`src/rtl/hazard_pkg.sv`:
```
// Shared types for the hazard scoreboard: writer tag layout and forward-select constants.
// Tag fields are sized to fixed maxima so one struct serves any parameterisation
// of the scoreboard; the top zero-extends its narrower indices into them.
package hazard_pkg;
  localparam int MAX_REG_W   = 8;
  localparam int MAX_RDY_W   = 4;
  localparam int FWD_REGFILE = 0;

  typedef struct packed {
    logic                 wr;
    logic [MAX_REG_W-1:0] dest;
    logic [MAX_RDY_W-1:0] ready;
  } tag_t;
endpackage

```
`src/rtl/hazard_scoreboard_match.sv`:
```
// One-operand youngest-match finder: scans the shadow tag array for the nearest
// writer of src and decides whether its result is too late for this operand.
module hazard_match
  import hazard_pkg::*;
#(
  parameter int DEPTH = 3,
  parameter int REG_W = 5,
  parameter int RDY_W = 2
) (
  input  tag_t             tags [DEPTH],
  input  logic [REG_W-1:0] src,
  input  logic             used,
  input  logic             early,
  output logic [RDY_W-1:0] sel,
  output logic             hazard,
  output logic             early_hazard
);
  logic [MAX_REG_W-1:0] src_x;
  logic [MAX_RDY_W-1:0] rdy_m;
  logic [MAX_RDY_W-1:0] pos;
  logic                 hit;

  assign src_x = MAX_REG_W'(src);

  // Scan oldest to youngest so the smallest matching position wins.
  always_comb begin
    sel   = '0;
    rdy_m = '0;
    hit   = 1'b0;
    for (int i = DEPTH - 1; i >= 0; i--) begin
      if (tags[i].wr && tags[i].dest == src_x && src != '0) begin
        hit   = 1'b1;
        sel   = RDY_W'(i + 1);
        rdy_m = tags[i].ready;
      end
    end
    pos = MAX_RDY_W'(sel);
    // Early consumers have no path from the producing stage's output, so equality also stalls.
    hazard       = used && hit && (early ? (pos <= rdy_m) : (pos < rdy_m));
    early_hazard = hazard && early;
  end
endmodule

```
`src/rtl/hazard_scoreboard.sv`:
```
// Forwarding/hazard controller beside ID. Tracks writer tags for every stage after
// ID, produces ID and EX forward selects plus the load-use / early-use stall.
// Optional feature: define HAZARD_PERF_CNT_EN to add saturating stall counters.
module hazard_scoreboard
  import hazard_pkg::*;
#(
  parameter int NUM_REGS = 32,
  parameter int REG_W    = $clog2(NUM_REGS),
  parameter int NUM_SRC  = 2,
  parameter int DEPTH    = 3,
  parameter int RDY_W    = $clog2(DEPTH + 1)
) (
  input  logic                       clk,
  input  logic                       reset,
  input  logic                       id_valid,
  input  logic [NUM_SRC*REG_W-1:0]   id_src,
  input  logic [NUM_SRC-1:0]         id_use,
  input  logic [NUM_SRC-1:0]         id_early,
  input  logic                       id_wr_en,
  input  logic [REG_W-1:0]           id_wr_dest,
  input  logic [RDY_W-1:0]           id_ready,
  input  logic                       id_flush,
  input  logic                       ext_stall,
  output logic                       stall,
  output logic [NUM_SRC*RDY_W-1:0]   id_fwd_sel,
  output logic [NUM_SRC*RDY_W-1:0]   ex_fwd_sel
`ifdef HAZARD_PERF_CNT_EN
  ,
  output logic [31:0]                perf_stall_cycles,
  output logic [31:0]                perf_early_stalls
`endif
);
  localparam logic [RDY_W-1:0] DEPTH_R = RDY_W'(DEPTH);

  tag_t                            tags [DEPTH];
  logic [NUM_SRC-1:0][RDY_W-1:0]   sel;
  logic [NUM_SRC-1:0][RDY_W-1:0]   ex_q;
  logic [NUM_SRC-1:0]              haz;
  logic [NUM_SRC-1:0]              ehaz;
  logic                            issue;

  for (genvar k = 0; k < NUM_SRC; k++) begin : g_match
    hazard_match #(.DEPTH(DEPTH), .REG_W(REG_W), .RDY_W(RDY_W)) u_match (
      .tags         (tags),
      .src          (id_src[k*REG_W +: REG_W]),
      .used         (id_use[k]),
      .early        (id_early[k]),
      .sel          (sel[k]),
      .hazard       (haz[k]),
      .early_hazard (ehaz[k])
    );
  end

  // A flush kills the ID instruction, so it can never be the one that stalls.
  assign stall      = !reset && id_valid && !id_flush && (|haz);
  assign id_fwd_sel = reset ? '0 : sel;
  assign issue      = id_valid && !stall && !id_flush;
  assign ex_fwd_sel = ex_q;

  // Shadow pipeline: shift tags one stage per non-frozen edge, inject issued tag or a bubble.
  always_ff @(posedge clk) begin
    if (reset) begin
      for (int p = 0; p < DEPTH; p++) tags[p] <= '0;
      ex_q <= '0;
    end else if (!ext_stall) begin
      for (int p = DEPTH - 1; p > 0; p--) tags[p] <= tags[p-1];
      tags[0] <= issue ? tag_t'{wr: id_wr_en, dest: MAX_REG_W'(id_wr_dest),
                                ready: MAX_RDY_W'(id_ready)}
                       : '0;
      // The producer moves one stage while the consumer enters EX; WB drops out
      // because the regfile is write-first.
      for (int k = 0; k < NUM_SRC; k++) begin
        if (issue && sel[k] != '0 && sel[k] < DEPTH_R) ex_q[k] <= sel[k] + 1'b1;
        else                                            ex_q[k] <= '0;
      end
    end
  end

`ifdef HAZARD_PERF_CNT_EN
  logic early_only;
  assign early_only = stall && !(|(haz & ~ehaz));

  // Saturating counters of real (non-frozen) stall cycles and early-use-only stalls.
  always_ff @(posedge clk) begin
    if (reset) begin
      perf_stall_cycles <= '0;
      perf_early_stalls <= '0;
    end else if (stall && !ext_stall) begin
      if (perf_stall_cycles != '1) perf_stall_cycles <= perf_stall_cycles + 1'b1;
      if (early_only && perf_early_stalls != '1) perf_early_stalls <= perf_early_stalls + 1'b1;
    end
  end
`endif
endmodule

```
`config.mk`:
```
export PLATFORM = sky130hd
export DESIGN_NAME = hazard_scoreboard
export DESIGN_NICKNAME = d
export VERILOG_FILES = /design/src/rtl/hazard_pkg.sv /design/src/rtl/hazard_scoreboard_match.sv /design/src/rtl/hazard_scoreboard.sv
export SDC_FILE = /design/constraint.sdc
export NUM_CORES = 1
export LEC_CHECK = 0
export ABC_AREA = 1
export CELL_PAD_IN_SITES_DETAIL_PLACEMENT = 1
export CELL_PAD_IN_SITES_GLOBAL_PLACEMENT = 1
export CORE_MARGIN = 2
export CORE_UTILIZATION = 35
export DETAILED_ROUTE_END_ITERATION = 8
export GPL_ROUTABILITY_DRIVEN = 0
export PLACE_DENSITY_LB_ADDON = 0.25
export SLEW_MARGIN = 10
export SYNTH_ARGS = -nofsm -noshare
export SYNTH_HDL_FRONTEND = slang
export SYNTH_SLANG_ARGS = --single-unit
```
`constraint.sdc`:
```
create_clock -name clk -period 6.2 [get_ports clk]
set_input_delay 1.55 -clock clk [delete_from_list [all_inputs] [get_ports clk]]
set_output_delay 1.55 -clock clk [all_outputs]
set_load 0.005 [all_outputs]
```
==> results of run 1 <==
==> cells by family (layout without fill, tap and decap cells) <==
group                      after synthesis  count (layout)
xor gates and xnor gates                 5               5
AOI/OAI and AO/OA                       51              51
adders and majority gates                8               8
buffers and inverters                   60              90
and+or+nand+nor                        159             159
DFF                                     28              28
==> report_power, final <==
part,leakage (uW),internal [uW],switching (uW)
Sequential,0.000229,187,6.17
Combinational,0.000828,34.0,46.3
Clock,0.0000357,86.6,63.2
==> layout make-up <==
type                            count  area share, %
Tap cell                           72          3.644
Inverter                           48          7.287
Timing Repair Buffer               38          15.18
Clock inverter                      1          1.215
Sequential cell                    28          22.67
Clock buffer                        3          1.670
Multi-Input combinational cell    223          48.33
==> worst max-delay path, stage by stage <==
cell             delay, ns
clkdlybuf4s50_1       0.50
inv_2                 0.13
nand2_1               0.06
nand2_1               0.06
nand2_1               0.06
nor2_1                0.15
nand2_1               0.13
inv_1                 0.10
nand2_1               0.07
o221ai_1              0.13
o21ai_0               0.13
ha_1                  0.31
inv_1                 0.06
o21bai_1              0.05
a21boi_0              0.16
nand2_1               0.09
nand2_1               0.09
nand2_2               0.06
inv_1                 0.06
clkdlybuf4s50_1       0.48
==> placed cells by master (no fill, tap or decap) <==
cell type | netlist | layout
nand3b_2 | 1 | 1
xor2_1 | 4 | 4
ha_1 | 8 | 8
a21oi_2 | 1 | 1
buf_4 | 0 | 3
inv_1 | 38 | 38
clkdlybuf4s50_1 | 0 | 34
clkinv_1 | 1 | 1
nand4_1 | 12 | 12
dfxtp_1 | 28 | 28
nand3_1 | 10 | 10
bufinv_16 | 0 | 1
nor3_1 | 1 | 1
nand3_2 | 5 | 5
o221ai_1 | 2 | 2
a211oi_1 | 16 | 16
clkbuf_8 | 0 | 3
nand2_4 | 1 | 1
nor2_4 | 3 | 3
xnor2_1 | 1 | 1
nor2_2 | 2 | 2
nand2_2 | 6 | 6
a21boi_0 | 2 | 2
nand2_1 | 80 | 80
dlymetal6s2s_1 | 0 | 1
o21ai_0 | 8 | 8
nor2_1 | 38 | 38
o21bai_1 | 2 | 2
inv_2 | 9 | 9
a31oi_1 | 2 | 2
a21oi_1 | 17 | 17
a21boi_1 | 1 | 1
==> final timing paths <==
kind	to	slack [ns]	cells past startpoint
max	stall	0.22	20
min	tags[38]$_SDFFE_PP0N_	0.47	2
max reg2reg	tags[38]$_SDFFE_PP0N_	3.52	18
min reg2reg	tags[38]$_SDFFE_PP0N_	0.47	2
==> flip-flops by register name, indices dropped and copies added, names as in the netlist <==
register	flops
ex_fwd_sel	4
tags	24
==> stage by stage <==
step	setup slack, ns	total power (uW)	cell area [um^2]	utilization (%)
after floorplan	1.442	244.7	2018	-
after CTS	0.1215	427.6	2470	44.58
after detailed placement	0.1278	278.1	2399	43.29
final	0.2225	423.4	2472	44.63
after global placement	0.1833	276.2	2399	43.29
after global routing	0.0008145	446.0	2472	44.63
==> metal layers <==
| metal | up-vias | wire length, um | track usage (%) |
|---|---|---|---|
| met5 | - | 0 | 0 |
| met4 | 0 | 36 | 3.729 |
| met3 | 4 | 133 | 3.054 |
| met2 | 25 | 2709 | 32.50 |
| met1 | 952 | 2872 | 27.20 |
| li1 | 1058 | - | - |
==> impl_metrics.yaml, run 1 <==
run_status:
  status: "complete, no violations"
floorplanning:
  core_area_um2: 5540
  initial_core_util_pct: 36.43
  dieArea_um2: 6390
  placementRows: 27
  fp.dieH_um: 79.94
  die_w_um: 79.94
  ios: 36
logic_synthesis:
  yosys-top-cells-count: "80 x nand2_1, 38 x inv_1, 38 x nor2_1"
  synth_xor_area_share_pct: 2.170
  synth_fa_ha_area_share_pct: 4.960
  ys_ff_latch: 28
  synth_edf_count: 0
  ys_seq_area_share_pct: 27.77
  synth.mux.area_fraction_pct: 0
  synthCells: 311
  synth-simple-area-share_pct: 36.14
  ys.warnings.count: 0
  synth_top_family_by_area: "simple AND/OR/NAND/NOR gates"
  synth_top_area_share_pct: 27.77
  synth_nets: 346
  synth_area_per_cell_um2: 6.489
  ys_types: 32
  yosysMostFrequentCell: "nand2_1"
  synthArstFlopShare_pct: 0
  yosysTopAreaCell: "dfxtp_1"
  netlist_area_um2: 2018
  synth-main-ff-cell: "dfxtp_1"
  synth.top_cells.by_area: "dfxtp_1 28%, nand2_1 15%, inv_1 7.1%, nor2_1 7.1%, a211oi_1 6.0%"
  synth_compound_area_share_pct: 15.93
sta:
  timing.fmax_mhz: 167.3
  hold_violations: 0
  tns_ns: 0
  relSlewSlack_pct: 44.02
  finalMaxSlewViolations: 0
  fin_worst_hold_slack_ns: 0.4688
  setup_viol: 0
  finalCritPeriodShare_pct: 96.41
  skew_ns: 0.003857
  rsz0062_at_grt: "no"
  fin_crit_ns: 5.978
  timing_worst_slew_pin_value_ns: 0.8371
layout:
  fin_nets: 377
  drive_above_1_share_pct: 10.26
  syn_to_final_growth_pct: 22.50
  nFillCells: 760
  multiInputGateArea_um2: 1195
  ff_latch_area_um2: 560.5
  final_cells: 413
  antenna_cells: 0
worst_hold_path:
  hp-start: "tags[38]$_SDFFE_PP0N_"
  hp-class: "reg -> reg"
placement:
  dp_cells: 409
  portBuffers: 35
  hpwl_um: 4588
clocking:
  cts_setup_buffers: 0
  cts_tree: "built"
  hold_buffers: 0
  cts_inserted_buffers: 3
  clk_path_buf_depth: 2
  clock_sinks: 28
  clkTransAtPathRegs_ns: 0.10
  htree_num_levels: 1
  cts_resized: 0
  clk-insertion-delay-late_ns: 0.28
  root_buffer: "clkbuf_8"
worst_setup_path:
  path_max_fanout: 4
  cp.required_ns: 4.65
  crit_type: "in -> out"
  end_kind: "output pin"
  r2r-start: "tags[7]$_SDFFE_PP0N_"
  arrival_ns: 4.43
  critPathLaunchType: "input pin"
  worstSetupStartpoint: "id_src[4]"
detailed_routing:
  dr.pass1.iters: 4
  ant_nets: 0
  wirelength_um: 5751
  drc: 0
  vias: 2039
  wl_per_cell_um: 13.92
  via_per_inst: 4.937
  drtIter0Drc: 73
global_route:
  antenna_found_initial: 0
  first_global_vias: 2096
  grt_max_degree: 24
  grt_pass1_wl_um: 9887
  track_usage_pct: 19.69
  grt_overflow: 0
run:
  drv_cap: 0
pwr:
  power_density_nw_per_um2: 171.3
  p_leak_uw: 0.001093
  ir_worst_vdd_v: 0.00007984
No activity file was read; power rests on OpenSTA's default activity.
==> run 2: changes to the inputs <==
Settings changed: CORE_UTILIZATION 35 to 25.
==> run 2 against run 1 <==
Compared with the run above: utilization shrank 13 points; cell area is 0.40% higher; clock power shrank 30%; critical path type unchanged; highest routed layer unchanged.
==> impl_metrics.yaml, run 2 (synthesized netlist as in run 1, its figures left out) <==
layout:
  design_area_um2: 2482
  syn_to_final_growth_pct: 23.00
  fin_nets: 377
  top_register: "tags"
  final_cell_mix: "80 x nand2_1, 38 x inv_1, 38 x nor2_1"
  antenna_cells: 0
  ff_latch_area_um2: 560.5
  nFillCells: 1026
  largest_register_ffs: 24
  final_common_cell: "nand2_1"
  multiInputGateArea_um2: 1195
  drive_above_1_share_pct: 10.00
  final_cells: 442
pwr:
  power_density_nw_per_um2: 152.5
  p_leak_uw: 0.001088
  ir_worst_vdd_v: 0.00007304
floorplanning:
  ios: 36
  initial_core_util_pct: 25.98
  placementRows: 32
  die_w_um: 93.85
  fp.dieH_um: 93.85
  dieArea_um2: 8808
  core_area_um2: 7767
sta:
  relSlewSlack_pct: 42.10
  hold_violations: 0
  timing_worst_slew_pin_value_ns: 0.8658
  setup_viol: 0
  finalCritPeriodShare_pct: 96.00
  rsz0062_at_grt: "no"
  skew_ns: 0.003508
  finalMaxSlewViolations: 0
  tns_ns: 0
  fin_crit_ns: 5.952
  fin_worst_hold_slack_ns: 0.4699
  timing.fmax_mhz: 168.0
clocking:
  clk_path_buf_depth: 2
  clk-insertion-delay-late_ns: 0.28
  cts_inserted_buffers: 3
  clock_sinks: 28
  cts_tree: "built"
  htree_num_levels: 1
  root_buffer: "clkbuf_8"
  clkTransAtPathRegs_ns: 0.10
  cts_setup_buffers: 0
placement:
  dp_cells: 439
  portBuffers: 35
  place_area_um2: 2436
  hpwl_um: 4627
detailed_routing:
  wirelength_um: 5835
  vias: 2011
  drc: 0
  ant_nets: 0
  dr.pass1.iters: 4
  drtIter0Drc: 91
  via_per_inst: 4.550
  wl_per_cell_um: 13.20
worst_setup_path:
  reg2reg_depth: 16
  crit_path_end: "stall"
  arrival_ns: 4.40
  slowest_stage: "clkdlybuf4s50_1"
  crit_type: "in -> out"
  cp_top_family: "buffers and inverters"
  cp.depth: 16
  critPathLaunchType: "input pin"
  cp.required_ns: 4.65
  critPathMaxStageDelay_ns: 0.60
  critical_path_buf_inv_count: 4
  end_kind: "output pin"
  timing.rr.end: "ex_fwd_sel[2]$_SDFFE_PP0N_"
  r2r-start: "tags[6]$_SDFFE_PP0N_"
  cp_common_cell: "nand2_1"
  path_max_fanout: 5
  timing.reg2reg.setup_slack_ns: 3.59
  worstSetupStartpoint: "id_src[8]"
  crit_chain: "clkdlybuf4s50_1 > o21ai_0 > nor2_1 > nand2_1 > nand3b_2 > o221ai_1 > o21ai_0 > ha_1 > inv_1 > o21bai_1 > a21boi_0 > nand2_1 > nand2_1 > nand2_2 > inv_1 > clkdlybuf4s50_1"
global_route:
  antenna_found_initial: 0
  track_usage_pct: 14.48
  grt_pass1_wl_um: 10220
  first_global_vias: 2091
  grt_max_degree: 33
  grt_overflow: 0
worst_hold_path:
  hp-start: "tags[38]$_SDFFE_PP0N_"
  hp-class: "reg -> reg"
run:
  drv_cap: 0
run_status:
  status: "complete, no violations"
run 2: changes by cell type in the layout (fill, tap and decap cells not counted):
cell and change:
clkdlybuf4s50_1 -1, dlymetal6s2s_1 +1, bufinv_16 -1
run 2: worst min-delay path by stage:
| stage | endpoint | cells after the start |
|---|---|---|
| after floorplan | tags[38]$_SDFFE_PP0N_ | 2 |
| after global placement | tags[38]$_SDFFE_PP0N_ | 2 |
| after detailed placement | ex_fwd_sel[0]$_SDFFE_PP0N_ | 2 |
| after CTS | tags[38]$_SDFFE_PP0N_ | 2 |
| after global routing | ex_fwd_sel[0]$_SDFFE_PP0N_ | 2 |
| final | tags[38]$_SDFFE_PP0N_ | 2 |
run 2: area by class of cell:
class	count	area share (%)
Multi-Input combinational cell	223	48.14
Sequential cell	28	22.58
Timing Repair Buffer	38	15.22
Inverter	48	7.258
Tap cell	102	5.141
Clock buffer	3	1.663
run 2: power breakdown:
part / switching [uW] / internal, uW / total (uW)
sequential: 6.24 / 187 / 193
combinational: 46.5 / 33.9 / 80.4
clock: 61.1 / 43.8 / 105
total: 114 / 265 / 379
run 2: metrics by stage:
stage	worst slack [ns]	total power, uW	util (%)
6_report	0.2482	378.6	31.96
2_1_floorplan	1.442	244.7	-
3_3_place_gp	0.2626	277.5	31.36
3_5_place_dp	0.2211	278.5	31.36
4_1_cts	0.2217	385.6	31.89
5_1_grt	0.001882	405.3	31.96
run 2: tightest hold or removal path: cells and delay by family (launching register included):
family	cells	cell delay [ns]
flip-flops	1	0.32
AO/OA/AOI/OAI	1	0.06
AND/OR/NAND/NOR	1	0.05
run 2: timing repair:
action	4_1_cts	5_1_grt
gates resized for setup	0	2
setup endpoints to repair	0	1
hold buffers	0	0
run 2: routing by layer:
layer  wire [um]  GRT usage (%)
met2        2636          23.81
met3         102          1.284
met5           0              0
met4          50          3.623
met1        3045          20.35
